## src/rtl/encoder_msg_arbiter.sv

```systemverilog
// Purpose : round-robin share of one AXI-Stream message sink among N_CH monitor streams.
// Latency : a beat accepted on edge t appears on m_tdata/m_tvalid from t+1; 1 beat/cycle sustained.
// Backpressure: while m_tvalid && !m_tready the output register holds and every s_tready is 0.
//
// Ports:
//   clk, reset           - single rising-edge clock, synchronous active-high reset
//   enable_mask[N_CH]    - per-channel permission to compete (disabled channels are stalled)
//   s_tdata/s_tvalid     - per-channel single-beat requests, channel i at [i*DATA_WIDTH +: DATA_WIDTH]
//   s_tready[N_CH]       - one-hot-or-zero grant, combinational
//   m_tdata/m_tid/m_tvalid/m_tready - registered output beat with its source channel index
//   beat_count[32]       - wrapping count of output handshakes
module encoder_msg_arbiter #(
  parameter int N_CH       = 4,
  parameter int DATA_WIDTH = 64,
  parameter int ID_WIDTH   = 2
) (
  input  logic                       clk,
  input  logic                       reset,
  input  logic [N_CH-1:0]            enable_mask,
  input  logic [N_CH*DATA_WIDTH-1:0] s_tdata,
  input  logic [N_CH-1:0]            s_tvalid,
  output logic [N_CH-1:0]            s_tready,
  output logic [DATA_WIDTH-1:0]      m_tdata,
  output logic [ID_WIDTH-1:0]        m_tid,
  output logic                       m_tvalid,
  input  logic                       m_tready,
  output logic [31:0]                beat_count
);

  localparam int PW = (N_CH > 1) ? $clog2(N_CH) : 1;
  localparam logic [PW-1:0] LAST_CH = PW'(N_CH - 1);
  localparam logic [PW:0]   N_CH_W  = (PW + 1)'(N_CH);

  logic [PW-1:0]         ptr_q, ptr_d;
  logic [DATA_WIDTH-1:0] m_tdata_q, m_tdata_d;
  logic [ID_WIDTH-1:0]   m_tid_q, m_tid_d;
  logic                  m_tvalid_q, m_tvalid_d;
  logic [31:0]           beat_count_q, beat_count_d;

  logic [N_CH-1:0] eligible;
  logic            load_ok;
  logic            gnt_vld;
  logic [PW-1:0]   gnt_idx;
  logic [PW:0]     scan_idx;
  logic            grant_fire;

  assign eligible = s_tvalid & enable_mask;
  assign load_ok  = !m_tvalid_q || m_tready;

  // Rotating scan starting at ptr_q. The sum is one bit wider than the pointer
  // so ptr+k never overflows before the explicit wrap, which keeps the modulo
  // correct for non-power-of-two channel counts.
  always_comb begin
    gnt_vld  = 1'b0;
    gnt_idx  = '0;
    scan_idx = '0;
    for (int k = 0; k < N_CH; k++) begin
      scan_idx = {1'b0, ptr_q} + (PW + 1)'(k);
      if (scan_idx >= N_CH_W) begin
        scan_idx = scan_idx - N_CH_W;
      end
      if (!gnt_vld && eligible[scan_idx[PW-1:0]]) begin
        gnt_vld = 1'b1;
        gnt_idx = scan_idx[PW-1:0];
      end
    end
  end

  // Reset gates the grant so a beat is never consumed in a cycle the ORG is cleared.
  assign grant_fire = load_ok && gnt_vld && !reset;
  assign s_tready   = grant_fire ? (N_CH'(1) << gnt_idx) : '0;

  always_comb begin
    ptr_d        = ptr_q;
    m_tdata_d    = m_tdata_q;
    m_tid_d      = m_tid_q;
    m_tvalid_d   = m_tvalid_q;
    beat_count_d = beat_count_q + {31'd0, (m_tvalid_q && m_tready)};
    if (load_ok) begin
      m_tvalid_d = gnt_vld;
      if (gnt_vld) begin
        m_tdata_d = s_tdata[gnt_idx*DATA_WIDTH +: DATA_WIDTH];
        m_tid_d   = ID_WIDTH'(gnt_idx);
        ptr_d     = (gnt_idx == LAST_CH) ? '0 : gnt_idx + 1'b1;
      end
    end
  end

  always_ff @(posedge clk) begin
    if (reset) begin
      ptr_q        <= '0;
      m_tdata_q    <= '0;
      m_tid_q      <= '0;
      m_tvalid_q   <= 1'b0;
      beat_count_q <= '0;
    end else begin
      ptr_q        <= ptr_d;
      m_tdata_q    <= m_tdata_d;
      m_tid_q      <= m_tid_d;
      m_tvalid_q   <= m_tvalid_d;
      beat_count_q <= beat_count_d;
    end
  end

  assign m_tdata    = m_tdata_q;
  assign m_tid      = m_tid_q;
  assign m_tvalid   = m_tvalid_q;
  assign beat_count = beat_count_q;

endmodule

```

## config.mk

```make
export PLATFORM = sky130hd
export DESIGN_NAME = encoder_msg_arbiter
export DESIGN_NICKNAME = d
export VERILOG_FILES = /design/src/rtl/encoder_msg_arbiter.sv
export SDC_FILE = /design/constraint.sdc
export NUM_CORES = 1
export LEC_CHECK = 0
export CAP_MARGIN = 20
export CORE_AREA = 2 2 143 145
export CTS_CLUSTER_DIAMETER = 80
export DETAILED_ROUTE_END_ITERATION = 12
export DIE_AREA = 0 0 145 147
export MAX_ROUTING_LAYER = met4
export SLEW_MARGIN = 0
export SYNTH_ARGS = -nofsm -noshare
export SYNTH_HDL_FRONTEND = slang
export SYNTH_SLANG_ARGS = --single-unit
```

## constraint.sdc

```tcl
create_clock -name clk -period 4.52 [get_ports clk]
set_input_delay 0.678 -clock clk [delete_from_list [all_inputs] [get_ports clk]]
set_output_delay 0.678 -clock clk [all_outputs]
set_load 0.03 [all_outputs]
```

# After elaboration in Yosys (flattened, before gate mapping)
# Cells that the tools add are included.
# op_classes
addsub	9
mul	0
n_div	0
order_cmp	8
eq_ne	1
shifts	2
mux	22
bitwise	1
reduce_logical	13
# op_table
op	count
$shiftx 256x9->64	1
$add 32x1->32	1
$mux 2	9
$lt 2x3->1 const B	4
$ge 3x3->1 const B	3
$bmux 1 s2	4
$mux 1	8
$sub 2x1->2 const B	4
$add 2x2->3 const B	2
$logic_and 1x1->1	6
$logic_not 1->1	5
$and 4x4->4	1
$mux 4	1
$shl 1x2->4 const A	1
$add 2x1->3 const B	1
$ge 2x3->1 const B	1
$add 2x1->2 const B	1
$eq 2x2->1 const B	1
$reduce_and 2->1	1
$logic_or 1x1->1	1
# totals
register_bits	101
latchBits	0
ram_bits	0
rom_bits	0
input_bits	267
out_inout_bits	103
elab_cells	61
n_memories	0

# Logic depth before layout (Yosys ltp)
# Gate-level depths: netlist of run 1.
# depth
ltp_word	17
depth_mapped	8
ltp_nobuf	8

# Worst setup path after synthesis of run 1
# No wires, ideal clock.
# synth_path
path_type	input to output
startpoint	input port s_tvalid[0]
endpoint	output port s_tready[2]
arrival_time_ps	2198
t_required_ps	3842
slack_ps	1644
cell_stages	3
path_buffers	0
path_cell_list	a222oi_1 a221oi_1 nor4_1
# synth_via
elab_chain_len	16
word_cells_on_any_way	27
classes_between	shift: 1; mux: 17; bitwise: 1; reduce/logical: 8
# synth_rtl
item	line	source
start, declared	21	input logic [N_CH-1:0] s_tvalid,
$and 4x4->4 *	47	assign eligible = s_tvalid & enable_mask;
$bmux 1 s2	62	if (!gnt_vld && eligible[scan_idx[PW-1:0]]) begin
$mux 1 (not written as such)	62	
$mux 1	62	
$logic_not 1->1	62	
$logic_and 1x1->1	62	
$mux 1	62	
$logic_not 1->1	62	
$logic_and 1x1->1	62	
$mux 1	62	
$logic_not 1->1	62	
$logic_and 1x1->1	62	
$mux 1	62	
$logic_and 1x1->1 (2 in a row)	70	assign grant_fire = load_ok && gnt_vld && !reset;
$mux 4 *	71	assign s_tready = grant_fire ? (N_CH'(1) << gnt_idx) : '0;
end, declared	22	output logic [N_CH-1:0] s_tready,
# Every way passes the cells marked *; elsewhere a longest branch is shown, timed or not. The select of a mux whose other input is x is not followed.

# Final worst setup path of run 1
# layout_path
startpoint	input port enable_mask[0]
endpoint	output port s_tready[2]
# layout_via
elab_chain_len	16
word_cells_on_any_way	27
classes_between	shift: 1; mux: 17; bitwise: 1; reduce/logical: 8
# layout_rtl
item	line	source
start, declared	19	input logic [N_CH-1:0] enable_mask,
$and 4x4->4 *	47	
$bmux 1 s2	62	
$mux 1 (not written as such)	62	
$mux 1	62	
$logic_not 1->1	62	
$logic_and 1x1->1	62	
$mux 1	62	
$logic_not 1->1	62	
$logic_and 1x1->1	62	
$mux 1	62	
$logic_not 1->1	62	
$logic_and 1x1->1	62	
$mux 1	62	
$logic_and 1x1->1 (2 in a row)	70	
$mux 4 *	71	
# Marks and branches as above.

==> results of run 1 <==
sequential cells by signal, summed over array words and instances (netlist names):
name        cells
ptr_q           2
m_tdata        64
beat_count     32
m_tvalid        1
m_tid           2
how the worst max path moves through the flow:
stage | from | endpoint | cells after the start
after floorplan | s_tvalid[0] | s_tready[2] | 3
after global placement | s_tvalid[0] | s_tready[2] | 5
final | enable_mask[0] | s_tready[2] | 5
after detailed placement | enable_mask[0] | s_tready[2] | 5
after CTS | enable_mask[0] | s_tready[2] | 5
after global routing | enable_mask[0] | s_tready[2] | 5
power breakdown:
part / total [mW] / internal, mW / switching [mW]
logic: 0.914 / 0.490 / 0.424
clock network: 0.885 / 0.505 / 0.379
registers: 1.01 / 0.966 / 0.0435
per-layer routing:
| metal | global-route usage, % | part of all wire (%) | vias up | wire (µm) |
|---|---|---|---|---|
| met5 | - | 0 | - | 0 |
| met4 | 7.72 | 2.6 | 0 | 627 |
| met3 | 5.43 | 6.4 | 39 | 1560 |
| met2 | 37.4 | 49 | 251 | 11700 |
| met1 | 26.9 | 42 | 2883 | 10300 |
| li1 | - | - | 2942 | - |
worst max-delay path, delay by kind of cell:
kind                   cells  cell delay, ns
AOI/OAI and AO/OA          2            0.98
and+or+nand+nor            1            0.23
buffers and inverters      2            1.26
cells in the final DEF, fill, tap and decap left out, drive strengths merged, types with 2 or more instances in the layout:
| cell type | netlist | routed |
|---|---|---|
| clkdlybuf4s50 | 0 | 366 |
| a221o | 128 | 128 |
| dfxtp | 101 | 101 |
| and2 | 69 | 69 |
| nor3b | 64 | 64 |
| nor2 | 36 | 36 |
| xor2 | 19 | 19 |
| nand2 | 18 | 18 |
| buf | 15 | 16 |
| a21oi | 12 | 12 |
| nand3 | 11 | 11 |
| clkbuf | 35 | 10 |
| nand4 | 9 | 9 |
| o21ai | 8 | 8 |
| or3 | 6 | 6 |
| xnor2 | 5 | 5 |
| nor2b | 4 | 4 |
| and3 | 4 | 4 |
| inv | 3 | 4 |
| nor4 | 4 | 4 |
| a211oi | 3 | 3 |
| diode | 0 | 2 |
| nand3b | 2 | 2 |
| o211ai | 2 | 2 |
| a22oi | 2 | 2 |
| o21a | 2 | 2 |
| and4 | 2 | 2 |
| nor3 | 2 | 2 |
| mux2i | 2 | 2 |
| ha | 2 | 2 |
| bufinv | 0 | 2 |
| clkinv | 0 | 2 |
stage by stage:
stage | std cells | setup slack (ns) | hold slack (ns)
2_1_floorplan | 575 | 1.64 | 0.505
3_3_place_gp | 1177 | 0.790 | 0.472
3_5_place_dp | 1177 | 0.706 | 0.481
4_1_cts | 1193 | 0.696 | 0.493
5_1_grt | 1195 | 0.518 | 0.526
6_report | 1195 | 0.690 | 0.488
area by class of cell:
class	count	area (µm²)	share of cell area, %
Timing Repair Buffer	382	3780	39.0
Multi-Input combinational cell	421	3210	33.1
Sequential cell	101	2020	20.8
Tap cell	270	338	3.48
Clock buffer	10	239	2.46
Clock inverter	6	93.8	0.967
Inverter	3	11.3	0.116
Antenna cell	2	5.00	0.0516
logic make-up (layout without fill, tap and decap cells):
kind of cell    after synthesis  in the layout  share of synthesized area [%]
compound gates              160            160                           27.5
xor+xnor                     24             24                           3.90
fa+ha+maj                     2              2                          0.464
buf+inv                      53            401                           3.99
flops                       101            101                           37.5
mux                           2              2                          0.371
other cells                   0              2                              0
simple gates                233            233                           26.3
==> flow_results.xml, run 1 <==
<?xml version="1.0" encoding="UTF-8"?>
<metrics>
  <group name="critical_path">
    <metric name="timing.critical_path.cells" unit="">clkdlybuf4s50_1 &gt; a222oi_1 &gt; a221oi_1 &gt; nor4_1 &gt; clkdlybuf4s50_1</metric>
    <metric name="rr_startpoint" unit="">ptr_q[0]</metric>
    <metric name="timing.critical_path.mode_cell" unit="">clkdlybuf4s50_1</metric>
    <metric name="type_of_element_capturing_the_critical_path" unit="">output port</metric>
    <metric name="r2r_slack" unit="ns">1.90</metric>
    <metric name="path_max_fanout" unit="">5</metric>
    <metric name="worstSetupPathType" unit="">in2out</metric>
    <metric name="worst-r2r-cell-count" unit="">6</metric>
    <metric name="worst_r2r_endpoint" unit="">m_tdata[41]</metric>
    <metric name="worst_ep_arrival_time" unit="ns">3.15</metric>
    <metric name="critPathLaunchType" unit="">primary input</metric>
    <metric name="slowest_stage_cell_cp" unit="">a222oi_1</metric>
    <metric name="required" unit="ns">3.84</metric>
    <metric name="cp_slowest_stage_delay" unit="ns">0.77</metric>
  </group>
  <group name="sta">
    <metric name="final_hold_viol_count" unit="">0</metric>
    <metric name="finalCriticalPeriod" unit="ns">3.83</metric>
    <metric name="setup_tns" unit="ns">0</metric>
    <metric name="max-slew-margin-rel" unit="%">38.2</metric>
    <metric name="worstMarginPinSlew" unit="ns">0.915</metric>
    <metric name="grt_setup_unrepaired" unit="">no</metric>
    <metric name="timing_max_transition_violations_final" unit="">0</metric>
    <metric name="share_of_the_cycle_needed_by_the_critical_path_after_routing" unit="%">84.7</metric>
    <metric name="timing.fmax" unit="MHz">261</metric>
    <metric name="timing.clock.skew" unit="ns">0.0101</metric>
    <metric name="setup_viol" unit="">0</metric>
  </group>
  <group name="clock_network">
    <metric name="postCtsHoldBufs" unit="">0</metric>
    <metric name="worst_setup_hold_path_clk_slew" unit="ns">0.07</metric>
    <metric name="root_buffer" unit="">clkbuf_16</metric>
    <metric name="clkLatencyLatePin" unit="ns">0.35</metric>
    <metric name="h-tree-depth" unit="">3</metric>
    <metric name="post-cts-setup-buffer-count" unit="">0</metric>
    <metric name="clock_buffer_count_from_cts" unit="">9</metric>
    <metric name="clock_path_buffers" unit="">2</metric>
    <metric name="numClockSinks" unit="">101</metric>
    <metric name="ctsResizeCount" unit="">0</metric>
    <metric name="tritoncts_clock_tree" unit="">built</metric>
  </group>
  <group name="drt">
    <metric name="drtPass1Iterations" unit="">4</metric>
    <metric name="drt_drc_violations_left" unit="">0</metric>
    <metric name="vias_per_cell" unit="">5.12</metric>
    <metric name="drt_iter0_drc" unit="">278</metric>
    <metric name="via_count" unit="">6115</metric>
    <metric name="ant_nets" unit="">0</metric>
    <metric name="wl_per_cell" unit="µm">20.2</metric>
    <metric name="detail_route.wirelength" unit="µm">24200</metric>
  </group>
  <group name="hold_path">
    <metric name="min_delay_path_depth" unit="">2</metric>
    <metric name="min_delay_worst_endpoint" unit="">beat_count[31]</metric>
    <metric name="worstHoldStart" unit="">beat_count[31]</metric>
    <metric name="hp-class" unit="">reg2reg</metric>
  </group>
  <group name="synthesis">
    <metric name="synth_warnings" unit="">0</metric>
    <metric name="synthMostInstantiatedCell" unit="">a221o_1</metric>
    <metric name="synth_top_cell_by_area" unit="">dfxtp_1</metric>
    <metric name="synth_top_cells_by_count" unit="">a221o_1, dfxtp_1, and2_1</metric>
    <metric name="post-synth-top-area-fraction" unit="%">37.5</metric>
    <metric name="netlist_instances" unit="">575</metric>
    <metric name="mappedNetlistArea" unit="µm²">5400</metric>
    <metric name="syn_nets" unit="">844</metric>
    <metric name="synth_async_sr_flop_share" unit="%">0</metric>
    <metric name="synth.ff_latch_count" unit="">101</metric>
    <metric name="avgSynthCellArea" unit="µm²">9.38</metric>
    <metric name="synth_sequential_area_ratio" unit="%">37.5</metric>
    <metric name="synth_top_cells_by_area" unit="">dfxtp_1, a221o_1, nor3b_1, and2_1, xor2_1</metric>
    <metric name="ys_dominant_reg_cell" unit="">dfxtp_1</metric>
    <metric name="synth_enable_flop_cells" unit="">0</metric>
    <metric name="synth_cell_types" unit="">37</metric>
  </group>
  <group name="finish">
    <metric name="fill_cells" unit="">1898</metric>
    <metric name="layout-drive-gt1-share" unit="%">4.55</metric>
    <metric name="nets" unit="">1187</metric>
    <metric name="finalCoreUtilization" unit="%">48.9</metric>
    <metric name="stdcell_area" unit="µm²">9700</metric>
    <metric name="area_growth_syn_to_fin" unit="%">79.8</metric>
  </group>
  <group name="placement">
    <metric name="place.port_buffers" unit="">369</metric>
    <metric name="gp_routability_congestion" unit="">0.832</metric>
    <metric name="place.detailed.hpwl" unit="µm">17700</metric>
    <metric name="detailed_place.area" unit="µm²">9370</metric>
  </group>
  <group name="run">
    <metric name="max_cap_viol_count" unit="">0</metric>
  </group>
  <group name="power_and_ir_drop">
    <metric name="power_density" unit="nW/µm²">289</metric>
    <metric name="leakagePower" unit="nW">3.50</metric>
    <metric name="post-layout-total-power" unit="mW">2.81</metric>
    <metric name="max-vdd-ir-drop" unit="mV">0.117</metric>
  </group>
  <group name="floorplan">
    <metric name="overall_die_height" unit="µm">147</metric>
    <metric name="initial_utilization" unit="%">27.2</metric>
    <metric name="io_pins" unit="">370</metric>
    <metric name="coreArea" unit="µm²">19800</metric>
    <metric name="die_w" unit="µm">145</metric>
    <metric name="placement_rows" unit="">52</metric>
    <metric name="design.die.area" unit="µm²">21300</metric>
  </group>
  <group name="run_status">
    <metric name="run_status" unit="">finished clean</metric>
  </group>
  <group name="global_routing">
    <metric name="first_global_vias" unit="">6124</metric>
    <metric name="largest_net_degree_at_the_start_of_global_routing" unit="">66</metric>
    <metric name="antenna_found_initial" unit="">2</metric>
    <metric name="track_usage" unit="%">22.5</metric>
    <metric name="overflow" unit="">0</metric>
    <metric name="first_pass_grt_wire_length" unit="µm">36400</metric>
  </group>
</metrics>
Note: power is estimated with default switching activity, not from simulation.
==> run 2: changes to the inputs <==
--- a/config.mk
+++ b/config.mk
@@ -6,11 +6,12 @@
 export NUM_CORES = 1
 export LEC_CHECK = 0
 export CAP_MARGIN = 20
-export CORE_AREA = 2 2 143 145
+export CORE_AREA = 2 2 145 147
 export CTS_CLUSTER_DIAMETER = 80
 export DETAILED_ROUTE_END_ITERATION = 12
-export DIE_AREA = 0 0 145 147
+export DIE_AREA = 0 0 147 149
 export MAX_ROUTING_LAYER = met4
+export PLACE_DENSITY = 0.66
 export SLEW_MARGIN = 0
 export SYNTH_ARGS = -nofsm -noshare
 export SYNTH_HDL_FRONTEND = slang
==> constraint.sdc (replaced) <==
create_clock -name clk -period 3.45 [get_ports clk]
set_input_delay 0.5175 -clock clk [delete_from_list [all_inputs] [get_ports clk]]
set_output_delay 0.5175 -clock clk [all_outputs]
set_load 0.03 [all_outputs]
==> run 2 against run 1 <==
  * Combinational power increased by 32%
  * Die area increased by 2.8%
  * Clock skew increased by 0.0016 ns
  * Non-clock buffer count increased by 7
  * Flip-flop and latch count unchanged
  * Critical path depth increased by 2
  * Worst hold slack improved by 0.014 ns
  * Register-to-register slack got worse by 0.81 ns
  * First-iteration DRC count increased by 18%
  * Sequential share of layout area decreased by 0.18 points
  * Final area increased by 0.86%
  * Routed wire length decreased by 4.5%
==> flow_results.xml, run 2 (synthesized netlist as in run 1, its figures left out) <==
<?xml version="1.0" encoding="UTF-8"?>
<metrics>
  <group name="run_status">
    <metric name="run_status" unit="">finished clean</metric>
  </group>
  <group name="critical_path">
    <metric name="critPathLaunch" unit="">s_tvalid[1]</metric>
    <metric name="worstSetupPathType" unit="">in2out</metric>
    <metric name="rr_startpoint" unit="">m_tvalid</metric>
    <metric name="slowest_stage_cell_cp" unit="">clkdlybuf4s50_1</metric>
    <metric name="timing.critical_path.cells" unit="">clkdlybuf4s50_1 &gt; a222oi_1 &gt; buf_4 &gt; a211oi_4 &gt; buf_4 &gt; and2_1 &gt; buf_4</metric>
    <metric name="required" unit="ns">2.93</metric>
    <metric name="type_of_element_capturing_the_critical_path" unit="">output port</metric>
    <metric name="critPathLaunchType" unit="">primary input</metric>
    <metric name="path_max_fanout" unit="">27</metric>
    <metric name="cp_slowest_stage_delay" unit="ns">0.57</metric>
    <metric name="worst_ep_arrival_time" unit="ns">2.43</metric>
    <metric name="timing.critical_path.mode_cell" unit="">buf_4</metric>
  </group>
  <group name="sta">
    <metric name="max-slew-margin-rel" unit="%">37.0</metric>
    <metric name="share_of_the_cycle_needed_by_the_critical_path_after_routing" unit="%">85.4</metric>
    <metric name="setup_tns" unit="ns">0</metric>
    <metric name="timing.clock.skew" unit="ns">0.0118</metric>
    <metric name="finalCriticalPeriod" unit="ns">2.94</metric>
    <metric name="worstMarginPinSlew" unit="ns">0.932</metric>
    <metric name="final_hold_viol_count" unit="">0</metric>
    <metric name="timing_max_transition_violations_final" unit="">0</metric>
    <metric name="setup_viol" unit="">0</metric>
    <metric name="timing.fmax" unit="MHz">340</metric>
    <metric name="grt_setup_unrepaired" unit="">no</metric>
  </group>
  <group name="placement">
    <metric name="place.port_buffers" unit="">369</metric>
    <metric name="place.detailed.hpwl" unit="µm">17100</metric>
    <metric name="dp.cells" unit="">1189</metric>
    <metric name="detailed_place.area" unit="µm²">9460</metric>
    <metric name="gp_routability_congestion" unit="">0.867</metric>
  </group>
  <group name="finish">
    <metric name="area_growth_syn_to_fin" unit="%">81.4</metric>
    <metric name="mostFrequentLayoutCell" unit="">clkdlybuf4s50_1</metric>
    <metric name="finalCoreUtilization" unit="%">47.6</metric>
    <metric name="layout-drive-gt1-share" unit="%">5.38</metric>
    <metric name="layout.cells.non_filler" unit="">1206</metric>
    <metric name="largest_register_ffs" unit="">64</metric>
    <metric name="nets" unit="">1194</metric>
    <metric name="stdcell_area" unit="µm²">9790</metric>
    <metric name="most-common-layout-cells" unit="">clkdlybuf4s50_1, a221o_1, dfxtp_1, and2_1, nor3b_1</metric>
  </group>
  <group name="drt">
    <metric name="via_count" unit="">6179</metric>
    <metric name="wl_per_cell" unit="µm">19.1</metric>
    <metric name="drtPass1Iterations" unit="">8</metric>
    <metric name="drt_drc_violations_left" unit="">0</metric>
    <metric name="vias_per_cell" unit="">5.12</metric>
    <metric name="ant_nets" unit="">0</metric>
    <metric name="detail_route.wirelength" unit="µm">23100</metric>
    <metric name="drt_iter0_drc" unit="">329</metric>
  </group>
  <group name="hold_path">
    <metric name="worstHoldStart" unit="">beat_count[31]</metric>
    <metric name="hp-class" unit="">reg2reg</metric>
  </group>
  <group name="power_and_ir_drop">
    <metric name="power.sequential.fraction" unit="%">36.2</metric>
    <metric name="net-switching-power" unit="mW">1.14</metric>
    <metric name="p_sw_share" unit="%">31.2</metric>
    <metric name="combPwrFrac" unit="%">33.2</metric>
    <metric name="cellInternalPower" unit="mW">2.51</metric>
    <metric name="max-vdd-ir-drop" unit="mV">0.207</metric>
    <metric name="power_density" unit="nW/µm²">373</metric>
    <metric name="post-layout-total-power" unit="mW">3.65</metric>
    <metric name="clkPwrFrac" unit="%">30.6</metric>
    <metric name="leakagePower" unit="nW">3.55</metric>
  </group>
  <group name="global_routing">
    <metric name="first_global_vias" unit="">6176</metric>
    <metric name="first_pass_grt_wire_length" unit="µm">34700</metric>
    <metric name="overflow" unit="">0</metric>
    <metric name="track_usage" unit="%">20.9</metric>
    <metric name="antenna_found_initial" unit="">1</metric>
    <metric name="largest_net_degree_at_the_start_of_global_routing" unit="">46</metric>
  </group>
  <group name="clock_network">
    <metric name="clkLatencyLatePin" unit="ns">0.36</metric>
    <metric name="clock_path_buffers" unit="">2</metric>
    <metric name="h-tree-depth" unit="">3</metric>
    <metric name="tritoncts_clock_tree" unit="">built</metric>
    <metric name="worst_setup_hold_path_clk_slew" unit="ns">0.08</metric>
    <metric name="clock_buffer_count_from_cts" unit="">9</metric>
    <metric name="post-cts-setup-buffer-count" unit="">0</metric>
    <metric name="numClockSinks" unit="">101</metric>
    <metric name="ctsResizeCount" unit="">0</metric>
    <metric name="postCtsHoldBufs" unit="">0</metric>
    <metric name="root_buffer" unit="">clkbuf_16</metric>
  </group>
  <group name="floorplan">
    <metric name="die_w" unit="µm">147</metric>
    <metric name="design.die.area" unit="µm²">21900</metric>
    <metric name="initial_utilization" unit="%">26.2</metric>
    <metric name="coreArea" unit="µm²">20600</metric>
    <metric name="placement_rows" unit="">53</metric>
    <metric name="overall_die_height" unit="µm">149</metric>
    <metric name="io_pins" unit="">370</metric>
  </group>
  <group name="run">
    <metric name="max_cap_viol_count" unit="">0</metric>
  </group>
</metrics>
run 2: critical path: cells and delay by family:
kind,cells,cell delay [ns]
buffers and inverters,4,1.26
AOI/OAI and AO/OA,2,0.44
and+or+nand+nor,1,0.19
run 2: path summary, 6_finish.rpt:
kind	depth (start not counted)	to	slack, ns
max	7	s_tready[3]	0.51
max reg2reg	6	m_tdata[42]	1.09
min reg2reg	2	beat_count[31]	0.50
min	2	beat_count[31]	0.50
run 2: layer usage:
metal | global-route usage, % | share of wire (%) | wire (µm) | up-vias
met5 | - | 0 | 0 | -
met4 | 6.83 | 1.8 | 426 | 0
met3 | 4.46 | 7.0 | 1620 | 28
met2 | 34.0 | 48 | 11100 | 276
met1 | 26.1 | 43 | 9980 | 2922
li1 | - | - | - | 2953
run 2: cell type report:
class,count,area [µm²]
Antenna cell,1,2.50
Multi-Input combinational cell,421,3210
Clock inverter,7,100
Sequential cell,101,2020
Timing Repair Buffer,389,3870
Inverter,3,11.3
Fill cell,1983,10800
Tap cell,275,344
Clock buffer,9,225
run 2: power groups by stage:
stage                     Combinational, mW  Clock [mW]  Sequential [mW]
after floorplan                       0.385           0             1.53
after global placement                 1.22           0             1.35
after detailed placement               1.22           0             1.34
after CTS                              1.22        1.16             1.32
after global routing                   1.29        1.19             1.34
final                                  1.21        1.12             1.32
run 2: stage by stage:
step	setup WS, ns	hold WS (ns)
after global placement	0.347	0.476
after CTS	0.523	0.494
after global routing	0.404	0.523
after floorplan	0.895	0.505
after detailed placement	0.327	0.483
final	0.505	0.502
